[config.mk]
export PLATFORM = sky130hd
export DESIGN_NAME = gmux_bklt_pwm
export DESIGN_NICKNAME = d
export VERILOG_FILES = /design/src/rtl/gmux_bklt_pwm.sv
export SDC_FILE = /design/constraint.sdc
export NUM_CORES = 1
export LEC_CHECK = 0
export ABC_AREA = 1
export CORE_ASPECT_RATIO = 0.8
export CORE_MARGIN = 3
export CORE_UTILIZATION = 44
export DETAILED_ROUTE_END_ITERATION = 10
export SLEW_MARGIN = 30
export SYNTH_ARGS = -nofsm -noshare
export SYNTH_HDL_FRONTEND = slang
export SYNTH_SLANG_ARGS = --single-unit
[constraint.sdc]
create_clock -name LPC_CLK33M_GMUX -period 2.18 [get_ports LPC_CLK33M_GMUX]
set_input_delay 0.327 -clock LPC_CLK33M_GMUX [delete_from_list [all_inputs] [get_ports LPC_CLK33M_GMUX]]
set_output_delay 0.327 -clock LPC_CLK33M_GMUX [all_outputs]
set_load 0.1 [all_outputs]
[src/rtl/gmux_bklt_pwm.sv]
// ---------------------------------------------------------------------------
// gmux_bklt_pwm
//
// LCD backlight PWM generator for the gMUX bypass CPLD. Two board buttons
// (up/down, active low) step a saturating brightness level; the level maps
// to a quadratic duty curve. The new duty is applied only at PWM period
// boundaries, so the pulse train never glitches. The pin is gated by the
// iGPU backlight-on signal.
//
// Ports
//   LPC_CLK33M_GMUX  in   single clock, rising edge
//   GMUX_RST         in   synchronous active-high reset
//   BTN_UP_L         in   brightness up, active low, asynchronous
//   BTN_DN_L         in   brightness down, active low, asynchronous
//   LVDS_IG_BKL_ON   in   backlight enable, asynchronous
//   LCD_BKLT_PWM     out  registered PWM drive
//   BKLT_LEVEL       out  current brightness level (LW bits)
//   BKLT_DUTY        out  duty in slices currently driven (DW bits)
//
// Build option
//   GMUX_BKLT_FADE_EN  when defined, the active duty walks one slice per
//                      period toward the target instead of jumping to it.
// ---------------------------------------------------------------------------
module gmux_bklt_pwm #(
  parameter int PWM_DIV         = 2,
  parameter int PWM_PERIOD      = 100,
  parameter int NUM_LEVELS      = 17,
  parameter int MIN_LEVEL       = 1,
  parameter int DEFAULT_LEVEL   = 10,
  parameter int DEBOUNCE_CYCLES = 65536,
  parameter int REPEAT_CYCLES   = 16777216,
  localparam int LW = $clog2(NUM_LEVELS),
  localparam int DW = $clog2(PWM_PERIOD + 1)
) (
  input  logic          LPC_CLK33M_GMUX,
  input  logic          GMUX_RST,
  input  logic          BTN_UP_L,
  input  logic          BTN_DN_L,
  input  logic          LVDS_IG_BKL_ON,
  output logic          LCD_BKLT_PWM,
  output logic [LW-1:0] BKLT_LEVEL,
  output logic [DW-1:0] BKLT_DUTY
);

  // -------------------------------------------------------------------------
  // Derived widths and constants
  // -------------------------------------------------------------------------
  localparam int PW    = (PWM_DIV > 1) ? $clog2(PWM_DIV) : 1;
  localparam int SW    = $clog2(PWM_PERIOD);
  localparam int DBW   = (DEBOUNCE_CYCLES > 1) ? $clog2(DEBOUNCE_CYCLES) : 1;
  localparam int RW    = (REPEAT_CYCLES > 1) ? $clog2(REPEAT_CYCLES) : 1;
  localparam int LUT_N = 1 << LW;

  localparam logic [PW-1:0]  PRESC_MAX = PW'(PWM_DIV - 1);
  localparam logic [SW-1:0]  SLICE_MAX = SW'(PWM_PERIOD - 1);
  localparam logic [DBW-1:0] DB_MAX    = DBW'(DEBOUNCE_CYCLES - 1);
  localparam logic [RW-1:0]  RPT_MAX   = RW'(REPEAT_CYCLES - 1);
  localparam logic [LW-1:0]  LVL_MAX   = LW'(NUM_LEVELS - 1);
  localparam logic [LW-1:0]  LVL_MIN   = LW'(MIN_LEVEL);
  localparam logic [LW-1:0]  LVL_RST   = LW'(DEFAULT_LEVEL);

  // Perceptual (quadratic) brightness curve evaluated at elaboration time.
  // 64-bit intermediates comfortably exceed 2*LW+DW bits for any sane
  // parameter set, so L*L*PWM_PERIOD never overflows. Any non-zero level is
  // forced to at least one slice so it stays visibly distinct from "off".
  function automatic logic [DW-1:0] target_of(input int lvl);
    longint unsigned num;
    longint unsigned den;
    longint unsigned q;
    if (lvl <= 0 || lvl >= NUM_LEVELS) begin
      return '0;
    end
    num = longint'(lvl) * longint'(lvl) * longint'(PWM_PERIOD);
    den = longint'(NUM_LEVELS - 1) * longint'(NUM_LEVELS - 1);
    q   = num / den;
    if (q == 0) begin
      q = 1;
    end
    return DW'(q);
  endfunction

  localparam logic [DW-1:0] DUTY_RST = target_of(DEFAULT_LEVEL);

  // -------------------------------------------------------------------------
  // Level -> duty lookup. Entries past NUM_LEVELS-1 are unreachable and
  // tie to 0; padding to a power of two keeps the index in range.
  // -------------------------------------------------------------------------
  logic [DW-1:0] duty_lut [0:LUT_N-1];

  for (genvar gi = 0; gi < LUT_N; gi++) begin : g_lut
    assign duty_lut[gi] = target_of(gi);
  end

  // -------------------------------------------------------------------------
  // Button front end: synchroniser, debouncer, press edge and auto-repeat.
  // Index 0 is the up button, index 1 the down button.
  // -------------------------------------------------------------------------
  logic [1:0] btn_raw_l;
  logic [1:0] btn_held;   // debounced "pressed"
  logic [1:0] btn_press;  // one-cycle pulse on debounced press
  logic [1:0] btn_rpt;    // one-cycle auto-repeat pulse

  assign btn_raw_l = {BTN_DN_L, BTN_UP_L};

  for (genvar gi = 0; gi < 2; gi++) begin : g_btn
    logic           sync1_q,   sync1_d;
    logic           sync2_q,   sync2_d;
    logic [DBW-1:0] db_cnt_q,  db_cnt_d;
    logic           db_q,      db_d;
    logic           db_prev_q, db_prev_d;
    logic [RW-1:0]  rpt_cnt_q, rpt_cnt_d;
    logic           rpt_fire;

    always_comb begin
      sync1_d   = btn_raw_l[gi];
      sync2_d   = sync1_q;
      db_cnt_d  = db_cnt_q;
      db_d      = db_q;
      db_prev_d = db_q;
      rpt_cnt_d = rpt_cnt_q;

      // Debounce: the synchronised input must disagree with the accepted
      // state for DEBOUNCE_CYCLES consecutive clocks before it is taken.
      if ((!sync2_q) == db_q) begin
        db_cnt_d = '0;
      end else if (db_cnt_q == DB_MAX) begin
        db_d     = ~db_q;
        db_cnt_d = '0;
      end else begin
        db_cnt_d = db_cnt_q + DBW'(1);
      end

      // The repeat counter holds at 0 during the press-edge cycle so the
      // first repeat lands exactly REPEAT_CYCLES clocks after the initial
      // step, then every REPEAT_CYCLES clocks after that.
      rpt_fire = db_q && db_prev_q && (rpt_cnt_q == RPT_MAX);
      if (!db_q || !db_prev_q || rpt_fire) begin
        rpt_cnt_d = '0;
      end else begin
        rpt_cnt_d = rpt_cnt_q + RW'(1);
      end
    end

    always_ff @(posedge LPC_CLK33M_GMUX) begin
      if (GMUX_RST) begin
        sync1_q   <= 1'b1;
        sync2_q   <= 1'b1;
        db_cnt_q  <= '0;
        db_q      <= 1'b0;
        db_prev_q <= 1'b0;
        rpt_cnt_q <= '0;
      end else begin
        sync1_q   <= sync1_d;
        sync2_q   <= sync2_d;
        db_cnt_q  <= db_cnt_d;
        db_q      <= db_d;
        db_prev_q <= db_prev_d;
        rpt_cnt_q <= rpt_cnt_d;
      end
    end

    assign btn_held[gi]  = db_q;
    assign btn_press[gi] = db_q & ~db_prev_q;
    assign btn_rpt[gi]   = rpt_fire;
  end

  // -------------------------------------------------------------------------
  // Backlight enable synchroniser
  // -------------------------------------------------------------------------
  logic en_s1_q, en_s1_d;
  logic en_s2_q, en_s2_d;

  always_comb begin
    en_s1_d = LVDS_IG_BKL_ON;
    en_s2_d = en_s1_q;
  end

  // -------------------------------------------------------------------------
  // Level update. Holding both buttons freezes auto-repeat; simultaneous
  // steps in opposite directions cancel.
  // -------------------------------------------------------------------------
  logic          both_held;
  logic          up_step;
  logic          dn_step;
  logic [LW-1:0] level_q, level_d;

  always_comb begin
    both_held = btn_held[0] & btn_held[1];
    up_step   = btn_press[0] | (btn_rpt[0] & ~both_held);
    dn_step   = btn_press[1] | (btn_rpt[1] & ~both_held);
    level_d   = level_q;
    if (up_step && !dn_step) begin
      if (level_q < LVL_MAX) begin
        level_d = level_q + LW'(1);
      end
    end else if (dn_step && !up_step) begin
      if (level_q > LVL_MIN) begin
        level_d = level_q - LW'(1);
      end
    end
  end

  // -------------------------------------------------------------------------
  // Slice timebase: prescaler produces tick, slice counter walks the period.
  // -------------------------------------------------------------------------
  logic          tick;
  logic          boundary;
  logic [PW-1:0] presc_q, presc_d;
  logic [SW-1:0] slice_q, slice_d;

  always_comb begin
    tick     = (presc_q == PRESC_MAX);
    boundary = tick && (slice_q == SLICE_MAX);
    presc_d  = tick ? '0 : presc_q + PW'(1);
    slice_d  = slice_q;
    if (tick) begin
      slice_d = (slice_q == SLICE_MAX) ? '0 : slice_q + SW'(1);
    end
  end

  // -------------------------------------------------------------------------
  // Active duty and PWM output. The duty register only moves on the last
  // tick of a period, so the new value first applies at slice 0.
  // -------------------------------------------------------------------------
  logic [DW-1:0] target;
  logic [DW-1:0] duty_q, duty_d;
  logic          pwm_q,  pwm_d;

  always_comb begin
    target = duty_lut[level_q];
    duty_d = duty_q;
    if (boundary) begin
`ifdef GMUX_BKLT_FADE_EN
      if (duty_q < target) begin
        duty_d = duty_q + DW'(1);
      end else if (duty_q > target) begin
        duty_d = duty_q - DW'(1);
      end
`else
      duty_d = target;
`endif
    end
    // Duty 0 never satisfies the compare, duty PWM_PERIOD always does.
    pwm_d = en_s2_q && (DW'(slice_q) < duty_q);
  end

  // -------------------------------------------------------------------------
  // State registers
  // -------------------------------------------------------------------------
  always_ff @(posedge LPC_CLK33M_GMUX) begin
    if (GMUX_RST) begin
      en_s1_q <= 1'b0;
      en_s2_q <= 1'b0;
      level_q <= LVL_RST;
      presc_q <= '0;
      slice_q <= '0;
      duty_q  <= DUTY_RST;
      pwm_q   <= 1'b0;
    end else begin
      en_s1_q <= en_s1_d;
      en_s2_q <= en_s2_d;
      level_q <= level_d;
      presc_q <= presc_d;
      slice_q <= slice_d;
      duty_q  <= duty_d;
      pwm_q   <= pwm_d;
    end
  end

  assign LCD_BKLT_PWM = pwm_q;
  assign BKLT_LEVEL   = level_q;
  assign BKLT_DUTY    = duty_q;

endmodule
==> results.yml, run 1 <==
clocking:
  cts_inserted_buffers: 9
  clk_pin_slew_ps: 80
  cts.sink_count: 111
  clk_path_buf_depth: 2
  cts_tree: "built"
  htreeDepth: 3
  clk_latency_ps: 360
  cts_root_buf: "clkbuf_16"
  cts_hold_buf: 0
placement:
  dp_hpwl_um: 8780
  gp_congestion: 0.899
  dpl.cell_count: 1013
  placed_area_um2: 6090
  port_buffers: 17
synthesis:
  synthesis.nets: 840
  syn-instance-count: 814
  syn_area_per_cell_um2: 6.96
  yosys_warnings: 0
  seq_area_frac_synth_pct: 39.2
  syn-cell-area_um2: 5660
  ys_types: 35
  ys_ff_latch: 111
final_layout:
  final_cell_area_um2: 6540
  fin_cells: 1032
  final_common_cell: "nand2_1"
  syn_to_final_growth_pct: 15.4
  diodes: 0
  drive_above_1_share_pct: 12.0
  nNetsFinal: 882
  final_cell_mix: "nand2_1 (201), nor2_1 (159), dfxtp_1 (107)"
global_route:
  grt_overflow: 0
  grt_pass1_wl_um: 20600
  grt_pass1_vias: 4602
  antenna_found_initial: 0
  grt_start_max_net_pins: 25
  grt_use_total_pct: 17.3
timing:
  finalCritPeriodShare_pct: 91.4
  max_freq_mhz: 502
  hold_violations: 0
  relSlewSlack_pct: 65.1
  worst_slew_pin_slew_ps: 520
  final_max_slew_viol_count: 0
  skew_ps: 7.16
  period_minus_slack_ps: 1990
  finalSetupViolations: 0
  tns_ps: 0
  rsz0062_at_grt: "yes"
  whs_ps: 414
drt:
  drtAntennaViolNets: 0
  drc_errors: 0
  avgViaCountPerCell: 4.80
  routedWlPerCell_um: 11.3
  drtIter0Drc: 305
  routed_wl_um: 11600
  via_count: 4952
  drt_first_pass_iters: 4
power:
  ir_drop_uv: 422
  p_total_w: 0.00394
  leakage_nw: 2.32
  power_density_nw_per_um2: 602
status:
  status: "completed"
floorplan:
  die_h_um: 107
  core_um2: 12400
  ios: 18
  die-area_um2: 14300
  rows: 36
  start_util_pct: 45.7
  dieWidth_um: 133
setup_path:
  worstPathRequired_ps: 2420
  r2r_start: "g_btn[1].rpt_cnt_q[17]"
  crit_end: "BKLT_LEVEL[3]"
  r2r_end: "BKLT_LEVEL[3]"
  worstPathMaxFanout: 6
  crit_type: "flip-flop to flip-flop"
  cp_slowest_cell: "dfxtp_1"
  crit_top_cell: "inv_1"
  end_kind: "flip-flop"
  r2r_cells: 14
  cp-start-kind: "flip-flop"
  cp_cell_sequence: "nand2_1, nor2_1, inv_1, nor2_2, nand4_1, nand2_1, inv_1, ha_2, nor3_2, nand2_2, nand2_4, inv_1, nand3_1, nand3_1"
  cpPeakStageDelay_ps: 400
  crit_path_start: "g_btn[1].rpt_cnt_q[17]"
  worst_ep_arrival_time_ps: 2240
  timing.reg2reg.setup_slack_ps: 190
hold_path:
  hp-class: "flip-flop to flip-flop"
job:
  cap_violations: 0
## worst min-delay path by stage
stage / end / cells past startpoint / slack, ps / from
6_report: g_btn[1].sync2_q / 1 / 410 / g_btn[1].sync1_q
3_3_place_gp: g_btn[0].sync2_q / 1 / 390 / g_btn[0].sync1_q
3_5_place_dp: g_btn[0].sync2_q / 1 / 400 / g_btn[0].sync1_q
4_1_cts: g_btn[0].sync2_q / 1 / 420 / g_btn[0].sync1_q
5_1_grt: g_btn[0].sync2_q / 1 / 440 / g_btn[0].sync1_q
2_1_floorplan: en_s2_q / 2 / 390 / en_s1_q
## metrics by stage
stage	util [%]	worst slack (ps)
4_1_cts	52.0	11.0
3_3_place_gp	49.2	89.3
2_1_floorplan	-	11.0
6_report	52.8	187
3_5_place_dp	49.2	-18.9
5_1_grt	52.8	-41.2
## state kept, by name, summed over array words and instances (netlist names)
register and count:
g_btn.rpt_cnt_q 48, g_btn.db_cnt_q 32, en_s1_q 1, BKLT_LEVEL 5, slice_q 7, LCD_BKLT_PWM 1, g_btn.db_prev_d 2, g_btn.sync2_q 2
g_btn.sync1_q 2, en_s2_q 1, presc_q 1, g_btn.db_prev_q 2, BKLT_DUTY 7
## report_power, final
part / leakage (nW) / total, W / internal [W] / switching, W
sequential: 0.898 / 0.00205 / 0.00204 / 0.00000826
clock: 0.162 / 0.00184 / 0.00106 / 0.000780
combinational: 1.26 / 0.0000542 / 0.0000214 / 0.0000328
## area by class of cell
| type | count | area, µm² |
|---|---|---|
| fill | 1229 | 5850 |
| inverter | 96 | 360 |
| timing repair buffer | 41 | 318 |
| tap | 171 | 214 |
| sequential | 111 | 2230 |
| multi-input combinational | 597 | 3080 |
| clock buffer | 10 | 239 |
| clock inverter | 6 | 101 |
## cell usage after synthesis
cell type | number | area [µm²]
nand2_1 | 203 | 762
nor2_1 | 164 | 616
dfxtp_1 | 111 | 2220
inv_1 | 95 | 357
nand3_1 | 44 | 220
a21oi_1 | 31 | 155
xor2_1 | 25 | 219
ha_1 | 21 | 263
o21ai_0 | 20 | 100
xnor2_1 | 17 | 149
nand4_1 | 16 | 100
nor2_2 | 9 | 56.3
nor3_1 | 8 | 40.0
or2_2 | 7 | 43.8
nand2_2 | 5 | 31.3
o211ai_1 | 5 | 37.5
buf_6 | 4 | 45.0
nand3b_1 | 4 | 30.0
a21oi_2 | 3 | 26.3
buf_4 | 3 | 22.5
nor3b_1 | 3 | 22.5
nand3_4 | 2 | 35.0
nor2_4 | 2 | 22.5
and2_1 | 1 | 6.26
buf_2 | 1 | 5.00
clkbuf_1 | 1 | 3.75
clkbuf_2 | 1 | 5.00
inv_2 | 1 | 3.75
mux2i_1 | 1 | 10.0
nand3_2 | 1 | 10.0
nor3_4 | 1 | 16.3
o21bai_1 | 1 | 7.51
o22ai_1 | 1 | 6.26
o31ai_1 | 1 | 7.51
or2_0 | 1 | 6.26
## critical path: cells and delay by family (launching register included)
family	cells	cell delay (ps)
adders and majority gates	1	220
buffers and inverters	3	190
DFF	1	400
and+or+nand+nor	10	1070
## cells by family after synthesis
logic type | share of synthesized area, %
xor gates and xnor gates | 6.50
AOI/OAI and AO/OA | 6.01
and+or+nand+nor | 35.6
adders and majority gates | 4.64
buffers and inverters | 7.80
DFF | 39.2
muxes | 0.177
## metal layers
| layer | share of wire (%) | GRT usage, % |
|---|---|---|
| met2 | 43 | 26.8 |
| met5 | 0 | 0 |
| met4 | 1.2 | 5.42 |
| met3 | 3.7 | 4.21 |
| met1 | 53 | 23.8 |
## what timing repair did
item	4_1_cts	5_1_grt
endpoints found under the setup margin	4	5
resized for setup	3	23
buffers inserted	0	3
pin swaps	0	6
Power figures use the tool's default switching activity.
==> run 2: changes to the inputs <==
--- a/config.mk
+++ b/config.mk
@@ -8,8 +8,10 @@
 export ABC_AREA = 1
 export CORE_ASPECT_RATIO = 0.8
 export CORE_MARGIN = 3
-export CORE_UTILIZATION = 44
+export CORE_UTILIZATION = 50
 export DETAILED_ROUTE_END_ITERATION = 10
+export PLACE_DENSITY = 0.7
+export SETUP_SLACK_MARGIN = 0.15
 export SLEW_MARGIN = 30
 export SYNTH_ARGS = -nofsm -noshare
 export SYNTH_HDL_FRONTEND = slang
==> run 2 against run 1 <==
Global-route usage rose by 0.95 points; highest routed layer unchanged; sequential share of layout area fell by 0.13 points; total power rose by 0.18%; core utilization up 7.7 points; clock-buffer cell count rose by 1; register-to-register slack better by 30 ps; first-iteration DRC count is 12% higher; final area increased by 1.6%; via count grew 0.91%; wire length decreased by 1.3%; largest cell class unchanged.
==> results.yml, run 2 (synthesized netlist as in run 1, its figures left out) <==
drt:
  drt_first_pass_iters: 5
  drtIter0Drc: 342
  via_count: 4997
  avgViaCountPerCell: 4.95
  routed_wl_um: 11500
  drc_errors: 0
  routedWlPerCell_um: 11.4
  drtAntennaViolNets: 0
power:
  seq_power_share_pct: 51.8
  power.switching_w: 0.000805
  swShare_pct: 20.4
  combPwrFrac_pct: 1.3
  leakage_nw: 2.37
  ir_drop_uv: 535
  p_int_w: 0.00314
  power_density_nw_per_um2: 594
  pwr-share-clk_pct: 46.9
final_layout:
  fill_cells: 998
  drive_above_1_share_pct: 15.7
  largest_reg_flops: 48
  final_cell_area_um2: 6640
  final_common_cell: "nand2_1"
  regMostFlops: "g_btn.rpt_cnt_q"
  seqCellArea_um2: 2250
  reg.largest.list: "g_btn.rpt_cnt_q: 48 flops, g_btn.db_cnt_q: 32 flops"
  multiInputGateArea_um2: 3150
  nNetsFinal: 886
  diodes: 0
  syn_to_final_growth_pct: 17.2
  final_cell_mix: "nand2_1 (195), nor2_1 (157), inv_1 (92)"
global_route:
  grt_overflow: 0
  antenna_found_initial: 0
  grt_use_total_pct: 18.2
  grt_pass1_wl_um: 19500
  grt_start_max_net_pins: 25
  grt_pass1_vias: 4479
placement:
  dp_hpwl_um: 8400
  placed_area_um2: 6100
  gp_congestion: 0.882
  port_buffers: 17
hold_path:
  holdPathEnd: "g_btn[1].sync2_q"
  min-delay-start: "g_btn[1].sync1_q"
  hp-class: "flip-flop to flip-flop"
  min_delay_path_depth: 1
setup_path:
  r2r_end: "BKLT_LEVEL[2]"
  crit_type: "flip-flop to flip-flop"
  worstPathMaxFanout: 6
  r2r_start: "g_btn[0].rpt_cnt_q[15]"
  worstPathRequired_ps: 2420
  worst_ep_arrival_time_ps: 2200
  timing.reg2reg.setup_slack_ps: 220
  r2r_cells: 11
  end_kind: "flip-flop"
  cp-start-kind: "flip-flop"
floorplan:
  die-area_um2: 12600
  start_util_pct: 51.6
  die_h_um: 101
  rows: 34
  dieWidth_um: 125
  ios: 18
  core_um2: 11000
timing:
  relSlewSlack_pct: 67.4
  max_freq_mhz: 509
  tns_ps: 0
  period_minus_slack_ps: 1960
  finalCritPeriodShare_pct: 90.1
  finalSetupViolations: 0
  final_max_slew_viol_count: 0
  worst_slew_pin_slew_ps: 486
  skew_ps: 5.79
  rsz0062_at_grt: "yes"
  hold_violations: 0
clocking:
  cts_hold_buf: 0
  cts_root_buf: "clkbuf_16"
  cts_inserted_buffers: 9
  clk_latency_ps: 350
  clk_pin_slew_ps: 80
  cts.sink_count: 111
  cts_tree: "built"
  clk_path_buf_depth: 2
  htreeDepth: 3
job:
  cap_violations: 0
status:
  status: "completed"
## run 2: stage by stage
stage	util (%)	hold slack, ps	setup WS [ps]	total power [W]	instances
3_5_place_dp	55.6	392	35.9	0.00215	985
3_3_place_gp	55.6	400	111	0.00214	985
6_report	60.5	405	215	0.00394	1009
4_1_cts	58.8	407	136	0.00398	1002
2_1_floorplan	-	388	153	0.00213	814
5_1_grt	60.5	417	87.3	0.00406	1009
## run 2: power by group through the flow
stage                     clock, W  combinational [W]  sequential (W)
final                      0.00185          0.0000530         0.00204
after global routing       0.00195          0.0000599         0.00204
after CTS                  0.00189          0.0000536         0.00204
after detailed placement         0          0.0000532         0.00209
after global placement           0          0.0000517         0.00209
after floorplan                  0          0.0000325         0.00209
## run 2: layout make-up
class | instances | share of cell area [%]
multi-input cells | 597 | 47.5
flip-flops and latches | 111 | 33.9
inverters | 96 | 5.43
repair buffers | 45 | 5.30
clock buffers | 11 | 3.81
well taps | 144 | 2.71
clock inverters | 5 | 1.34
## run 2: critical path, stage by stage (launching register included)
cell	delay, ps
dfxtp_1	370
nand2_1	80
nor2_2	180
nand2_2	100
nor2_4	140
nand4_1	110
o21ai_2	140
ha_4	250
a21oi_4	170
nand2_4	100
o21ai_1	140
nor2_1	60
## run 2: how the worst max path moves through the flow
stage / startpoint / end / slack (ps)
after floorplan: g_btn[0].rpt_cnt_q[0] / BKLT_LEVEL[0] / 150
after global placement: g_btn[0].rpt_cnt_q[1] / BKLT_LEVEL[2] / 110
after detailed placement: g_btn[1].rpt_cnt_q[0] / BKLT_LEVEL[4] / 40
after CTS: g_btn[0].rpt_cnt_q[0] / BKLT_LEVEL[2] / 140
after global routing: g_btn[0].rpt_cnt_q[15] / BKLT_LEVEL[2] / 90
final: g_btn[0].rpt_cnt_q[15] / BKLT_LEVEL[2] / 220
## run 2: metal layers
| metal | up-vias | track usage [%] | wire length (µm) |
|---|---|---|---|
| met3 | 10 | 4.32 | 482 |
| met1 | 2254 | 25.2 | 5880 |
| met5 | - | 0 | 0 |
| li1 | 2642 | - | - |
| met2 | 91 | 29.3 | 5030 |
| met4 | 0 | 4.33 | 87 |
## run 2: what timing repair did
action	4_1_cts	5_1_grt
buffers inserted	1	7
endpoints found under the setup margin	5	5
resized for setup	7	47
pin swaps	3	15
